## config.mk

```make
export PLATFORM = sky130hd
export DESIGN_NAME = pseudo_softmax_seq_flat
export DESIGN_NICKNAME = d
export VERILOG_FILES = /design/src/rtl/pseudo_softmax_seq_if.sv /design/src/rtl/pseudo_softmax_seq.sv /design/src/flat_wrapper.sv
export SDC_FILE = /design/constraint.sdc
export NUM_CORES = 1
export LEC_CHECK = 0
export CORE_UTILIZATION = 42
export DETAILED_ROUTE_END_ITERATION = 12
export GPL_ROUTABILITY_DRIVEN = 0
export PLACE_DENSITY = 0.76
export SLEW_MARGIN = 20
export SYNTH_ARGS = -nofsm -noshare
export SYNTH_HDL_FRONTEND = slang
export SYNTH_SLANG_ARGS = --single-unit
```

## constraint.sdc

```tcl
create_clock -name clk -period 4.6 [get_ports clk]
set_input_delay 0.92 -clock clk [delete_from_list [all_inputs] [get_ports clk]]
set_output_delay 0.92 -clock clk [all_outputs]
set_load 0.01 [all_outputs]
```

## src/rtl/pseudo_softmax_seq_if.sv

```systemverilog
// Stream and datapath-side signals of the pseudo-softmax sequencer.
// The sequencer uses the slave view. The I/O shim plus datapath (or a bench) uses the master view.
interface pseudo_softmax_seq_if #(
  parameter int NUM_INPUTS = 4,
  parameter int DATA_WIDTH = 8,
  parameter int EXP_WIDTH  = 4,
  parameter int MANT_WIDTH = 3
);
  localparam int IDX_W = (NUM_INPUTS > 1) ? $clog2(NUM_INPUTS) : 1;

  // element input stream
  logic                             in_valid;
  logic                             in_ready;
  logic [DATA_WIDTH-1:0]            in_data;

  // parallel datapath side
  logic [NUM_INPUTS*DATA_WIDTH-1:0] dp_bus;
  logic [NUM_INPUTS*EXP_WIDTH-1:0]  dp_exp;
  logic [MANT_WIDTH-1:0]            dp_mant;

  // result output stream
  logic                             out_valid;
  logic                             out_ready;
  logic [EXP_WIDTH-1:0]             out_exp;
  logic [MANT_WIDTH-1:0]            out_mant;
  logic [IDX_W-1:0]                 out_idx;
  logic                             out_last;

  modport slave (
    input  in_valid, in_data, dp_exp, dp_mant, out_ready,
    output in_ready, dp_bus, out_valid, out_exp, out_mant, out_idx, out_last
  );

  modport master (
    output in_valid, in_data, dp_exp, dp_mant, out_ready,
    input  in_ready, dp_bus, out_valid, out_exp, out_mant, out_idx, out_last
  );
endinterface

```

## src/rtl/pseudo_softmax_seq.sv

```systemverilog
// Pin-limited sequencer around the pseudo-softmax datapath. It gathers NUM_INPUTS
// elements serially into a parallel operand bus. It holds the bus for DP_LATENCY
// cycles, captures the results, and then streams them back one element per beat.
module pseudo_softmax_seq #(
  parameter int NUM_INPUTS = 4,
  parameter int DATA_WIDTH = 8,
  parameter int EXP_WIDTH  = 4,
  parameter int MANT_WIDTH = 3,
  parameter int DP_LATENCY = 2
) (
  input  logic                clk,
  input  logic                rst_n,
  input  logic                clear,
  pseudo_softmax_seq_if.slave bus,
  output logic                busy,
  output logic [7:0]          frame_cnt
);
  localparam int IDX_W  = (NUM_INPUTS > 1) ? $clog2(NUM_INPUTS) : 1;
  localparam int WAIT_W = (DP_LATENCY > 1) ? $clog2(DP_LATENCY) : 1;

  typedef enum logic [1:0] {S_LOAD, S_WAIT, S_CAPTURE, S_STREAM} state_t;

  state_t                r_state;
  state_t                w_next_state;
  logic [IDX_W-1:0]      r_idx;
  logic [IDX_W-1:0]      r_out_idx;
  logic [WAIT_W-1:0]     r_wait_cnt;
  logic [DATA_WIDTH-1:0] r_slots [NUM_INPUTS];
  logic [EXP_WIDTH-1:0]  r_exp   [NUM_INPUTS];
  logic [MANT_WIDTH-1:0] r_mant;
  logic                  r_out_valid;
  logic                  r_out_last;
  logic [7:0]            r_frame_cnt;
  logic                  w_in_ready;
  logic                  w_in_fire;
  logic                  w_load_done;
  logic                  w_out_fire;

  assign w_in_fire   = bus.in_valid && w_in_ready;
  assign w_load_done = w_in_fire && (r_idx == IDX_W'(NUM_INPUTS - 1));
  assign w_out_fire  = r_out_valid && bus.out_ready;

  // State register.
  // NOTE: sequential state uses non-blocking assignments so that every flop samples pre-edge values.
  always_ff @(posedge clk or negedge rst_n) begin
    if (!rst_n) r_state <= S_LOAD;
    else        r_state <= w_next_state;
  end

  // Next-state decode; clear overrides every transition.
  // NOTE: the default assignment first keeps this block free of inferred latches.
  always_comb begin
    w_next_state = r_state;
    if (clear) begin
      w_next_state = S_LOAD;
    end else begin
      case (r_state)
        S_LOAD:    if (w_load_done) w_next_state = S_WAIT;
        S_WAIT:    if (r_wait_cnt == '0) w_next_state = S_CAPTURE;
        S_CAPTURE: w_next_state = S_STREAM;
        S_STREAM:  if (w_out_fire && r_out_last) w_next_state = S_LOAD;
        default:   w_next_state = S_LOAD;
      endcase
    end
  end

  // State-decoded outputs: input is open only in LOAD, and busy covers everything else.
  always_comb begin
    w_in_ready = (r_state == S_LOAD);
    busy       = (r_state != S_LOAD);
  end

  // Slot loading, latency count, result capture and output sequencing.
  // NOTE: the slot and result arrays are reset because dp_bus and out_exp must read zero after reset.
  always_ff @(posedge clk or negedge rst_n) begin
    if (!rst_n) begin
      r_idx       <= '0;
      r_out_idx   <= '0;
      r_wait_cnt  <= '0;
      r_mant      <= '0;
      r_out_valid <= 1'b0;
      r_out_last  <= 1'b0;
      r_frame_cnt <= '0;
      for (int i = 0; i < NUM_INPUTS; i++) begin
        r_slots[i] <= '0;
        r_exp[i]   <= '0;
      end
    end else if (clear) begin
      // Abort: drop the partial vector but keep dp_bus and captured results.
      r_idx       <= '0;
      r_out_idx   <= '0;
      r_out_valid <= 1'b0;
      r_out_last  <= 1'b0;
    end else begin
      case (r_state)
        S_LOAD: begin
          if (w_in_fire) begin
            r_slots[r_idx] <= bus.in_data;
            if (w_load_done) begin
              r_idx      <= '0;
              r_wait_cnt <= WAIT_W'(DP_LATENCY - 1);
            end else begin
              r_idx <= r_idx + IDX_W'(1);
            end
          end
        end
        S_WAIT: begin
          if (r_wait_cnt != '0) r_wait_cnt <= r_wait_cnt - WAIT_W'(1);
        end
        S_CAPTURE: begin
          for (int i = 0; i < NUM_INPUTS; i++) r_exp[i] <= bus.dp_exp[i*EXP_WIDTH +: EXP_WIDTH];
          r_mant      <= bus.dp_mant;
          r_out_valid <= 1'b1;
          r_out_idx   <= '0;
          r_out_last  <= 1'b0;
        end
        S_STREAM: begin
          if (w_out_fire) begin
            if (r_out_last) begin
              r_out_valid <= 1'b0;
              r_out_last  <= 1'b0;
              r_out_idx   <= '0;
              r_frame_cnt <= r_frame_cnt + 8'd1;
            end else begin
              r_out_idx  <= r_out_idx + IDX_W'(1);
              r_out_last <= (r_out_idx == IDX_W'(NUM_INPUTS - 2));
            end
          end
        end
        default: ;
      endcase
    end
  end

  for (genvar g = 0; g < NUM_INPUTS; g++) begin : g_bus
    assign bus.dp_bus[g*DATA_WIDTH +: DATA_WIDTH] = r_slots[g];
  end

  assign bus.in_ready  = w_in_ready;
  assign bus.out_valid = r_out_valid;
  assign bus.out_exp   = r_exp[r_out_idx];
  assign bus.out_mant  = r_mant;
  assign bus.out_idx   = r_out_idx;
  assign bus.out_last  = r_out_last;
  assign frame_cnt     = r_frame_cnt;
endmodule

```

## src/flat_wrapper.sv

```systemverilog
// flat-port wrapper written by rule: the top's interface ports become plain ports
module pseudo_softmax_seq_flat 
#(
  parameter int NUM_INPUTS = 4,
  parameter int DATA_WIDTH = 8,
  parameter int EXP_WIDTH  = 4,
  parameter int MANT_WIDTH = 3,
  parameter int DP_LATENCY = 2
)
  (clk, rst_n, clear, busy, frame_cnt, bus_in_valid, bus_in_data, bus_dp_exp, bus_dp_mant, bus_out_ready, bus_in_ready, bus_dp_bus, bus_out_valid, bus_out_exp, bus_out_mant, bus_out_idx, bus_out_last);
  pseudo_softmax_seq_if #(.NUM_INPUTS(NUM_INPUTS), .DATA_WIDTH(DATA_WIDTH), .EXP_WIDTH(EXP_WIDTH), .MANT_WIDTH(MANT_WIDTH)) bus_i ();
  input  logic clk;
  input  logic rst_n;
  input  logic clear;
  output logic busy;
  output logic [7:0] frame_cnt;
  input wire logic [$bits(bus_i.in_valid)-1:0] bus_in_valid;
  input wire logic [$bits(bus_i.in_data)-1:0] bus_in_data;
  input wire logic [$bits(bus_i.dp_exp)-1:0] bus_dp_exp;
  input wire logic [$bits(bus_i.dp_mant)-1:0] bus_dp_mant;
  input wire logic [$bits(bus_i.out_ready)-1:0] bus_out_ready;
  output wire logic [$bits(bus_i.in_ready)-1:0] bus_in_ready;
  output wire logic [$bits(bus_i.dp_bus)-1:0] bus_dp_bus;
  output wire logic [$bits(bus_i.out_valid)-1:0] bus_out_valid;
  output wire logic [$bits(bus_i.out_exp)-1:0] bus_out_exp;
  output wire logic [$bits(bus_i.out_mant)-1:0] bus_out_mant;
  output wire logic [$bits(bus_i.out_idx)-1:0] bus_out_idx;
  output wire logic [$bits(bus_i.out_last)-1:0] bus_out_last;
  assign bus_i.in_valid = bus_in_valid;
  assign bus_i.in_data = bus_in_data;
  assign bus_i.dp_exp = bus_dp_exp;
  assign bus_i.dp_mant = bus_dp_mant;
  assign bus_i.out_ready = bus_out_ready;
  assign bus_in_ready = bus_i.in_ready;
  assign bus_dp_bus = bus_i.dp_bus;
  assign bus_out_valid = bus_i.out_valid;
  assign bus_out_exp = bus_i.out_exp;
  assign bus_out_mant = bus_i.out_mant;
  assign bus_out_idx = bus_i.out_idx;
  assign bus_out_last = bus_i.out_last;
  pseudo_softmax_seq #(.NUM_INPUTS(NUM_INPUTS), .DATA_WIDTH(DATA_WIDTH), .EXP_WIDTH(EXP_WIDTH), .MANT_WIDTH(MANT_WIDTH), .DP_LATENCY(DP_LATENCY)) u_core (.clk(clk), .rst_n(rst_n), .clear(clear), .bus(bus_i), .busy(busy), .frame_cnt(frame_cnt));
endmodule
```

==> results of run 1 <==
-- through the flow --
step | utilization (%) | hold slack (ns) | setup WS (ns)
after floorplan | - | 0.475 | 2.46
after global placement | 57.5 | 0.463 | 1.60
after detailed placement | 57.5 | 0.478 | 1.53
after CTS | 60.4 | 0.490 | 1.74
after global routing | 60.4 | 0.496 | 1.69
final | 60.4 | 0.478 | 1.77
-- layout make-up --
cell class	count	area, sq um	share of cell area, %
clock inverters	4	47.5	1.16
well taps	96	120	2.93
multi-input cells	123	1200	29.3
flip-flops and latches	68	1700	41.4
repair buffers	85	843	20.5
inverters	9	33.8	0.823
clock buffers	12	155	3.78
-- logic make-up (layout without fill, tap and decap cells) --
logic type,after synthesis,in the layout,synth area share [%]
xor gates and xnor gates,8,8,2.36
muxes,61,61,25.6
buffers and inverters,14,110,2.11
AOI/OAI and AO/OA,6,6,1.43
and+or+nand+nor,38,38,6.92
adders and majority gates,10,10,4.22
DFF,68,68,57.4
-- registers in the layout, indices dropped and copies added (netlist names) --
register and cells:
u_core.bus.dp_bus 32, u_core.r_exp 16, u_core.frame_cnt 8, u_core.bus.out_mant 3, u_core.bus.out_idx 2, u_core.r_idx 2
u_core.r_state 2, u_core.bus.out_last 1, u_core.bus.out_valid 1, u_core.r_wait_cnt 1
-- metal layers --
metal,global-route usage (%),vias to the layer above,routed length (um)
li1,-,907,-
met1,22.8,976,2710
met2,27.1,41,2930
met3,2.89,11,193
met4,9.24,0,136
met5,0,-,0
-- power by group through the flow --
stage	logic [uW]	clock network, uW	registers, uW
final	846	499	946
after floorplan	332	0	1010
after global placement	837	0	947
after CTS	857	510	947
after global routing	903	537	977
after detailed placement	853	0	958
-- synthesized netlist by cell type, drive strengths merged --
cell,instances,area share (%)
buf,3,0.72
inv,9,1.1
a2bb2oi,1,0.30
a222oi,1,0.34
nand3b,1,0.25
a21oi,1,0.17
and3b,2,0.59
nor2b,1,0.21
dfrtp,68,57
nand4,1,0.21
clkbuf,2,0.25
xnor2,2,0.59
nor2,7,0.89
nand2,8,1.0
mux4,4,3.0
mux2,55,22
nand3,4,0.67
nand4b,1,0.30
nor4,3,0.63
nor3,3,0.51
nand2b,4,0.84
nor4b,2,0.59
or3,1,0.21
xor2,6,1.8
ha,10,4.2
o21ai,2,0.34
a22o,1,0.30
mux2i,2,0.67
-- worst min-delay path by stage --
stage	end	cells past startpoint
finish	u_core.frame_cnt[7]	1
global route	u_core.frame_cnt[7]	1
CTS	u_core.frame_cnt[7]	1
detailed placement	u_core.frame_cnt[7]	1
global placement	u_core.frame_cnt[7]	1
floorplan	u_core.r_exp[7]	1
==> impl_metrics.env, run 1 <==
export IMPL_ys_seq_area_share_pct=57.4
export IMPL_dieArea_sq_mm=0.00740
export IMPL_internal_power_uw=1660
export IMPL_total_power_uw=2290
export IMPL_seq_power_share_pct=41.3
export IMPL_htree_levels=3
export IMPL_synth_cell_types=32
export IMPL_timing_rr_start="u_core.r_state[0]"
export IMPL_grt_max_degree=38
export IMPL_grt_pass1_wl_mm=9.58
export IMPL_cts_buffer_depth=2
export IMPL_grt_overflow=0
export IMPL_r2r_end="u_core.r_exp[9]"
export IMPL_worstPathCellList="mux4_2 > clkdlybuf4s50_1"
export IMPL_min_period_ns=2.83
export IMPL_yosys_warnings=0
export IMPL_synth_area_sq_mm=0.00297
export IMPL_clock_latency_ns=0.33
export IMPL_cts_buffers=9
export IMPL_drt_pass1_iter_count=4
export IMPL_rsz0062_at_grt="no"
export IMPL_syn_inst=205
export IMPL_start_util_pct=43.7
export IMPL_finClkSkew_ns=0.00791
export IMPL_grt_pass1_vias=1946
export IMPL_regToRegSetupSlack_ns=2.53
export IMPL_worst_path_stages=2
export IMPL_fin_crit_sh_pct=61.5
export IMPL_io_pin_count=85
export IMPL_crit_buf_inv=1
export IMPL_die_x_um=86.0
export IMPL_ant_nets=0
export IMPL_grt_usage_pct=17.2
export IMPL_status="complete, no violations"
export IMPL_areaGrowthSynthToFinish_pct=38.4
export IMPL_fin_tns_setup_ns=0
export IMPL_clock_fmax_ghz=0.354
export IMPL_antenna_found_initial=0
export IMPL_worstSetupStartpoint="u_core.bus.out_idx[0]"
export IMPL_endpoint_kind="output port"
export IMPL_routedWlPerCell_um=15.0
export IMPL_coreArea_sq_mm=0.00679
export IMPL_startpoint_type="flip-flop"
export IMPL_die_y_um=86.0
export IMPL_crit_path_end="bus_out_exp[0]"
export IMPL_stdcell_count=397
export IMPL_post_cts_buffers=0
export IMPL_final_nets=338
export IMPL_cpMaxStageDelayCell="mux4_2"
export IMPL_final_hold_viol_count=0
export IMPL_path_clk_slew_ns=0.07
export IMPL_crit_required_ns=3.68
export IMPL_via_count=1935
export IMPL_path_max_fanout=6
export IMPL_crit_arrival_ns=1.91
export IMPL_max_cap_violations=0
export IMPL_clockRootBuffer="clkbuf_8"
export IMPL_num_rows=30
export IMPL_cp_top_family="multiplexers"
export IMPL_path_class="flip-flop to output port"
export IMPL_syn_mean_instance_area_sq_um=14.5
export IMPL_yosys_register_bits=68
export IMPL_cts_tree="built"
export IMPL_setup_viol_count_final=0
export IMPL_maxSlewViolCount=0
export IMPL_final_cell_mix="clkdlybuf4s50_1 (83), dfrtp_1 (68), mux2_2 (46)"
export IMPL_vdd_drop_max_uv=261
export IMPL_reg2regPathDepth=4
export IMPL_netSwitchingPower_uw=634
export IMPL_hold_path_startpoint="u_core.frame_cnt[7]"
export IMPL_max_slew_margin_pct=34.7
export IMPL_slowest_delay_ns=0.56
export IMPL_io_buffer_count=84
export IMPL_tightestPinTransition_ns=0.975
export IMPL_place_area_sq_mm=0.00390
export IMPL_hold_path_class="flip-flop to flip-flop"
export IMPL_fin_area_sq_mm=0.00411
export IMPL_hpwl_mm=4.15
export IMPL_route_detailed_drc=0
export IMPL_syn_num_nets=247
export IMPL_comb_power_share_pct=36.9
export IMPL_p_per_area_mw_per_mm2=558
export IMPL_p_sw_share_pct=27.7
export IMPL_leakagePower_uw=0.00187
export IMPL_dp_cells=381
export IMPL_postCtsHoldBufs=0
export IMPL_viasPerCell=4.87
export IMPL_power_share_clock_pct=21.8
export IMPL_layout_commonest_cell="clkdlybuf4s50_1"
export IMPL_drt_iter0_markers=99
export IMPL_n_antenna_cell=0
export IMPL_ctsResizeCount=0
export IMPL_clock_sinks=68
export IMPL_final_fill_count=571
export IMPL_drive_above_1_share_pct=25.6
export IMPL_wl_mm=5.96
Power figures use the tool's default switching activity.
==> run 2, diff against run 1 <==
==> constraint.sdc (replaced) <==
create_clock -name clk -period 2.7 [get_ports clk]
set_input_delay 0.54 -clock clk [delete_from_list [all_inputs] [get_ports clk]]
set_output_delay 0.54 -clock clk [all_outputs]
set_load 0.01 [all_outputs]
==> run 2 against run 1 <==
  * First-iteration DRC count down 15%
  * Critical path depth stayed put
  * Sequential share of layout area down 0.70 points
  * Largest power group unchanged
  * Setup slack worse by 1.5 ns
==> impl_metrics.env, run 2 (synthesis results as in run 1) <==
export IMPL_path_max_fanout=6
export IMPL_regToRegSetupSlack_ns=0.71
export IMPL_ant_nets=0
export IMPL_finClkSkew_ns=0.0102
export IMPL_crit_path_end="bus_out_exp[3]"
export IMPL_worstSetupStartpoint="u_core.bus.out_idx[0]"
export IMPL_die_x_um=86.0
export IMPL_clock_sinks=68
export IMPL_status="complete, no violations"
export IMPL_htree_levels=3
export IMPL_via_count=1922
export IMPL_tightestPinTransition_ns=0.770
export IMPL_path_class="flip-flop to output port"
export IMPL_grt_max_degree=37
export IMPL_p_sw_share_pct=26.3
export IMPL_grt_overflow=0
export IMPL_fin_area_sq_mm=0.00418
export IMPL_areaGrowthSynthToFinish_pct=40.8
export IMPL_largest_reg_flops=32
export IMPL_final_hold_viol_count=0
export IMPL_fin_ws_ns=0.235
export IMPL_comb_power_share_pct=35.3
export IMPL_clock_latency_ns=0.34
export IMPL_ctsResizeCount=0
export IMPL_io_buffer_count=84
export IMPL_drive_above_1_share_pct=26.3
export IMPL_power_share_clock_pct=25.2
export IMPL_startpoint_type="flip-flop"
export IMPL_route_detailed_drc=0
export IMPL_crit_arrival_ns=1.92
export IMPL_antenna_found_initial=0
export IMPL_coreArea_sq_mm=0.00679
export IMPL_endpoint_kind="output port"
export IMPL_routedWlPerCell_um=14.8
export IMPL_grt_usage_pct=17.3
export IMPL_drt_pass1_iter_count=4
export IMPL_vdd_drop_max_uv=402
export IMPL_clockRootBuffer="clkbuf_8"
export IMPL_crit_required_ns=2.16
export IMPL_max_cap_violations=0
export IMPL_path_clk_slew_ns=0.07
export IMPL_cts_tree="built"
export IMPL_place_area_sq_mm=0.00393
export IMPL_io_pin_count=85
export IMPL_place_ws_ns=0.443
export IMPL_die_y_um=86.0
export IMPL_netSwitchingPower_uw=1080
export IMPL_hold_path_class="primary input to asynchronous set/reset pin"
export IMPL_reg2regPathDepth=5
export IMPL_final_nets=341
export IMPL_maxSlewViolCount=0
export IMPL_postCtsHoldBufs=0
export IMPL_num_rows=30
export IMPL_p_per_area_mw_per_mm2=979
export IMPL_internal_power_uw=3010
export IMPL_n_antenna_cell=0
export IMPL_cts_buffers=9
export IMPL_fin_crit_sh_pct=91.3
export IMPL_hpwl_mm=4.34
export IMPL_cts_buffer_depth=2
export IMPL_fin_tns_setup_ns=0
export IMPL_drt_iter0_markers=84
export IMPL_leakagePower_uw=0.00191
export IMPL_timing_rr_start="u_core.r_state[0]"
export IMPL_min_period_ns=2.46
export IMPL_r2r_end="u_core.bus.dp_bus[28]"
export IMPL_dieArea_sq_mm=0.00740
export IMPL_viasPerCell=4.81
export IMPL_rsz0062_at_grt="no"
export IMPL_max_slew_margin_pct=48.7
export IMPL_start_util_pct=43.7
export IMPL_setup_viol_count_final=0
export IMPL_wl_mm=5.93
export IMPL_layout_commonest_cell="clkdlybuf4s50_1"
export IMPL_grt_pass1_vias=1931
export IMPL_clock_fmax_ghz=0.406
export IMPL_post_cts_buffers=0
export IMPL_final_cell_mix="clkdlybuf4s50_1 (83), dfrtp_1 (68), mux2_2 (46)"
export IMPL_grt_pass1_wl_mm=9.65
export IMPL_seq_power_share_pct=39.5
[run 2: cell types whose count changed in the layout (fill, tap and decap cells not counted), sizes merged]
cell	change
buf	+3
bufinv	+2
clkinv	-1
clkinvlp	-1
[run 2: area by class of cell]
class,instances,area (sq um)
fillers,543,2620
flip-flops and latches,68,1700
multi-input cells,123,1200
repair buffers,88,866
clock buffers,12,155
well taps,96,120
clock inverters,4,95.1
inverters,9,33.8
[run 2: worst min-delay path by stage]
stage,slack [ns],endpoint,startpoint
finish,0.27,u_core.bus.dp_bus[4],rst_n
global route,0.33,u_core.bus.dp_bus[4],rst_n
CTS,0.29,u_core.bus.dp_bus[4],rst_n
detailed placement,0.46,u_core.frame_cnt[7],u_core.frame_cnt[7]
global placement,0.46,u_core.frame_cnt[7],u_core.frame_cnt[7]
floorplan,0.24,u_core.bus.dp_bus[0],rst_n
[run 2: critical path, stage by stage (launching register included)]
cell	delay, ns
dfrtp_1	0.55
mux4_2	0.56
clkdlybuf4s50_1	0.49
[run 2: power by group through the flow]
stage               clock network (uW)  registers (uW)  logic [uW]
floorplan                            0            1720         566
global placement                     0            1620        1430
detailed placement                   0            1630        1460
CTS                               1050            1610        1470
global route                      1100            1660        1550
finish                            1030            1610        1440
[run 2: metrics by stage]
step	instances	total power (uW)	util, %	hold WS (ns)
after global placement	384	3040	57.8	0.459
after floorplan	205	2290	-	0.244
after detailed placement	384	3100	57.8	0.456
after CTS	400	4130	61.5	0.291
after global routing	400	4300	61.5	0.333
final	400	4090	61.5	0.271
[run 2: metal layers]
layer  global-route usage (%)  wire length, um  share of wire, %
met4                     9.85              163               2.7
met2                     27.3             2900                49
met3                     3.08              200               3.4
met5                        0                0                 0
met1                     22.7             2670                45
